File: src/rtl/iram_arbiter.sv
// Two-port (fetch/data) arbiter in front of a single-ported instruction RAM.
// One access in flight at a time: IDLE samples and latches, ISSUE pulses iram_valid, WAIT forwards.
module iram_arbiter #(
   parameter int ROUND_ROBIN = 1
) (
   input  logic        clk,
   input  logic        rst,
   input  logic        imem_valid,
   input  logic        imem_instr,
   input  logic [31:0] imem_addr,
   input  logic [31:0] imem_wdata,
   input  logic [3:0]  imem_wstrb,
   output logic [31:0] imem_rdata,
   output logic        imem_ready,
   input  logic        dmem_valid,
   input  logic        dmem_instr,
   input  logic [31:0] dmem_addr,
   input  logic [31:0] dmem_wdata,
   input  logic [3:0]  dmem_wstrb,
   output logic [31:0] dmem_rdata,
   output logic        dmem_ready,
   output logic        iram_valid,
   output logic        iram_instr,
   output logic [31:0] iram_addr,
   output logic [31:0] iram_wdata,
   output logic [3:0]  iram_wstrb,
   input  logic [31:0] iram_rdata,
   input  logic        iram_ready
);

   typedef enum logic [1:0] {S_IDLE, S_ISSUE, S_WAIT} state_t;

   state_t      r_state;
   state_t      w_state_nxt;
   // Last grant, 1 = dmem; it also selects the port owning the access in flight.
   logic        r_last_dmem;
   logic        r_instr;
   logic [31:0] r_addr;
   logic [31:0] r_wdata;
   logic [3:0]  r_wstrb;
   logic        w_take;
   logic        w_pick_dmem;
   logic        w_done;

   always_comb begin
      w_pick_dmem = dmem_valid;
      if (imem_valid && dmem_valid)
         w_pick_dmem = (ROUND_ROBIN != 0) ? ~r_last_dmem : 1'b0;
   end

   always_comb begin
      w_state_nxt = r_state;
      w_take      = 1'b0;
      case (r_state)
         S_IDLE: begin
            if (imem_valid || dmem_valid) begin
               w_take      = 1'b1;
               w_state_nxt = S_ISSUE;
            end
         end
         S_ISSUE: w_state_nxt = S_WAIT;
         S_WAIT:  if (iram_ready) w_state_nxt = S_IDLE;
         default: w_state_nxt = S_IDLE;
      endcase
   end

   always_ff @(posedge clk) begin
      if (rst) begin
         r_state     <= S_IDLE;
         r_last_dmem <= 1'b1;
         r_instr     <= 1'b0;
         r_addr      <= 32'h0;
         r_wdata     <= 32'h0;
         r_wstrb     <= 4'h0;
      end else begin
         r_state <= w_state_nxt;
         if (w_take) begin
            r_last_dmem <= w_pick_dmem;
            r_instr     <= w_pick_dmem ? dmem_instr : imem_instr;
            r_addr      <= w_pick_dmem ? dmem_addr  : imem_addr;
            r_wdata     <= w_pick_dmem ? dmem_wdata : imem_wdata;
            r_wstrb     <= w_pick_dmem ? dmem_wstrb : imem_wstrb;
         end
      end
   end

   // Completion is only honoured in WAIT; a reset in that cycle swallows it.
   assign w_done     = (r_state == S_WAIT) && iram_ready && !rst;

   assign iram_valid = (r_state == S_ISSUE);
   assign iram_instr = r_instr;
   assign iram_addr  = r_addr;
   assign iram_wdata = r_wdata;
   assign iram_wstrb = r_wstrb;

   assign imem_ready = w_done && !r_last_dmem;
   assign dmem_ready = w_done &&  r_last_dmem;
   assign imem_rdata = imem_ready ? iram_rdata : 32'h0;
   assign dmem_rdata = dmem_ready ? iram_rdata : 32'h0;

endmodule

File: config.mk
export PLATFORM = sky130hd
export DESIGN_NAME = iram_arbiter
export DESIGN_NICKNAME = d
export VERILOG_FILES = /design/src/rtl/iram_arbiter.sv
export SDC_FILE = /design/constraint.sdc
export NUM_CORES = 1
export LEC_CHECK = 0
export BUFFER_PORTS_ARGS = -buffer_cell sky130_fd_sc_hd__buf_2
export CORE_AREA = 2 2 122 124
export CTS_CLUSTER_DIAMETER = 100
export DETAILED_ROUTE_END_ITERATION = 6
export DIE_AREA = 0 0 124 126
export GPL_ROUTABILITY_DRIVEN = 0
export PLACE_DENSITY = 0.62
export SLEW_MARGIN = 0
export SYNTH_ARGS = -nofsm -noshare
export SYNTH_HDL_FRONTEND = slang
export SYNTH_SLANG_ARGS = --single-unit
File: constraint.sdc
create_clock -name clk -period 3.1 [get_ports clk]
set_input_delay 0.31 -clock clk [delete_from_list [all_inputs] [get_ports clk]]
set_output_delay 0.31 -clock clk [all_outputs]
set_load 0.005 [all_outputs]
==> key figures <==
STA
  • Part of the cycle the worst path needs: 0.759
  • Post-Route Skew: 0.00547 ns
  • Final number of setup-violating endpoints: 0
  • Tightest Pin Transition: 0.982 ns
  • F_max: 425 MHz
  • Final Hold Viols: 0
  • Min Tclk post-route: 2.35 ns
  • Setup TNS: 0 ns
  • Worst Setup Slack, final: 0.748 ns
  • RSZ-0062 raised after global routing: false
  • Relative slew slack: 0.345
  • Slew Viols, Final: 0

Logic synthesis
  • Synth area leaders: dfxtp_1 (39%), nand2_1 (14%), a311oi_1 (14%), and2_1 (11%), a21oi_1 (9.5%)
  • Number of synthesized flops with an enable pin: 0
  • Syn_area_per_cell: 7.70 um2
  • Seq/Total Area, Yosys: 0.390
  • Yosys cell types: 19
  • Mapped Cells: 480
  • Synth cell count leaders: nand2_1 (139), dfxtp_1 (72), a21oi_1 (70)
  • Mapped Area: 0.00370 mm2
  • Syn Nets: 655
  • FF+latch count, synth: 72
  • Synth top area share: 0.390
  • Synth warn: 0
  • Primary FF master, synth: dfxtp_1
  • Yosys top cell by area: dfxtp_1
  • Count leader, synth: nand2_1
  • Ys async rst share: 0

Clocking
  • Post-cts sizing count: 0
  • Clock buffer depth: 2
  • Root buf cell: clkbuf_16
  • Clk slew on worst S/H paths: 0.06 ns
  • TritonCTS Sinks: 72
  • Clock insertion delay at the later pin of the skew report: 0.33 ns
  • Inserted Clock Buffers: 9
  • Hold-fix buffers at CTS: 0
  • CTS tree: yes
  • Post-CTS Setup Bufs: 0
  • H-tree Lvls: 3

Worst setup path
  • Critical Setup Path Class: register to primary output
  • CP max FO: 33
  • Launching element type of the critical path: register
  • CP endpoint kind: primary output
  • WP data required: 2.79 ns
  • Worst path arrival time: 2.04 ns
  • CP Launch Point: r_state[0]
  • R2R setup slack: 1.02 ns
  • R2R depth: 4
  • Reg-to-Reg Start: r_state[1]

Pwr
  • Peak supply drop: 0.256 mV
  • Pleak: 0.00291 uW
  • Power per cell area: 492 mW/mm2
  • Pwr Total: 2770 uW

Global routing
  • Gr usage total: 0.185
  • Most Crowded Layer GR: met2
  • Grt total ovfl: 0
  • Grt met1 use: 0.208
  • Met3 usage: 0.0389
  • Initial antenna violation count: 1
  • First-pass GRT wire length: 22.1 mm
  • M2 GR Usage: 0.333
  • Vias in the first global route: 4204
  • Largest net degree at the start of global routing: 72

Finish
  • Register area: 0.00144 mm2
  • Multi-input gate area: 0.00205 mm2
  • Final net count: 932
  • Fill cells: 1577
  • Area growth syn-to-layout: 52.1%
  • Final Instance Area: 0.00562 mm2
  • Final core occ: 0.393
  • Share of layout cells above drive strength 1: 0.454

Route
  • Drt via density: 4.78
  • Post-route ant nets: 0
  • Vias after detailed routing: 4516
  • DRT iter0 DRCs: 154
  • First-pass iteration count of the detailed router: 4
  • WL final: 15.0 mm
  • Routed wire per std cell: 15.9 um
  • DRC: 0

Floorplan
  • Die span in y: 126 um
  • Initial core utilization: 0.258
  • Core area: 0.0143 mm2
  • IO Pins: 311
  • Core Rows: 44
  • Die area: 0.0156 mm2
  • Chip width: 124 um

Placed design
  • DPL Wire Length: 10.6 mm
  • DP Area: 0.00534 mm2
  • IO Port Bufs: 310
  • Place WS: 0.958 ns

Run status
  • Status: finished, final reports clean

Worst hold path
  • HP Start: imem_wdata[20]
  • WHS Path Cells: 3
  • Hold WC Path Type: input pin to register

Flow run
  • Max-cap violation count: 0
## registers in the layout (all words and copies together), names as in the netlist
name / flops
iram_addr: 32
iram_wdata: 32
iram_wstrb: 4
r_state: 2
iram_instr: 1
r_last_dmem: 1
## report_power, final
part	leakage (uW)	total [uW]	internal, uW	switching (uW)
registers	0.000598	1100	1040	60.6
clock network	0.000135	982	600	382
logic	0.00218	681	305	376
## layout by cell type, fill, tap and decap left out
cell / count
buf_2: 310
nand2_1: 139
dfxtp_1: 72
a21oi_1: 70
and2_1: 64
a311oi_1: 59
a311oi_2: 10
clkbuf_16: 9
buf_4: 7
nor2_1: 3
clkbuf_8: 3
and3_1: 2
clkbuf_1: 2
diode_2: 1
nor2b_1: 1
nor3b_1: 1
and3b_1: 1
a21bo_2: 1
nor2_4: 1
or2_2: 1
and2_2: 1
a21boi_4: 1
a211o_1: 1
buf_12: 1
## cells by family (layout without fill, tap and decap cells)
kind of cell / after synthesis / after routing / share of synthesized area
and+or+nand+nor: 214 / 214 / 0.266
AOI/OAI and AO/OA: 142 / 142 / 0.283
DFF: 72 / 72 / 0.390
buffers and inverters: 52 / 332 / 0.0603
other: 0 / 1 / 0
## critical path, stage by stage (launching register included)
cell	delay, ns
dfxtp_1	0.34
nor3b_1	0.23
and3b_1	0.79
and2_1	0.23
buf_2	0.11
## stage by stage
stage / hold slack, ns / std cells
floorplan: 0.463 / 480
global placement: 0.508 / 930
detailed placement: 0.513 / 930
CTS: 0.220 / 944
global route: 0.237 / 945
finish: 0.237 / 945
## cell type report
| type | count | share of cell area |
|---|---|---|
| antenna | 1 | 0.000445 |
| clock buffer | 14 | 0.0488 |
| multi-input combinational | 356 | 0.364 |
| sequential | 72 | 0.256 |
| tap | 184 | 0.0410 |
| timing repair buffer | 318 | 0.289 |
## path summary, 6_finish.rpt
check | end
setup reg to reg | iram_wstrb[2]
setup / recovery | imem_rdata[27]
hold reg to reg | iram_wdata[6]
hold / removal | iram_wdata[20]
## per-layer routing
metal / vias to the layer above / part of all wire
met5: - / 0
met3: 19 / 0.080
met1: 2051 / 0.40
met4: 0 / 0.024
li1: 2242 / -
met2: 204 / 0.50
Note: power is estimated with default switching activity, not from simulation.
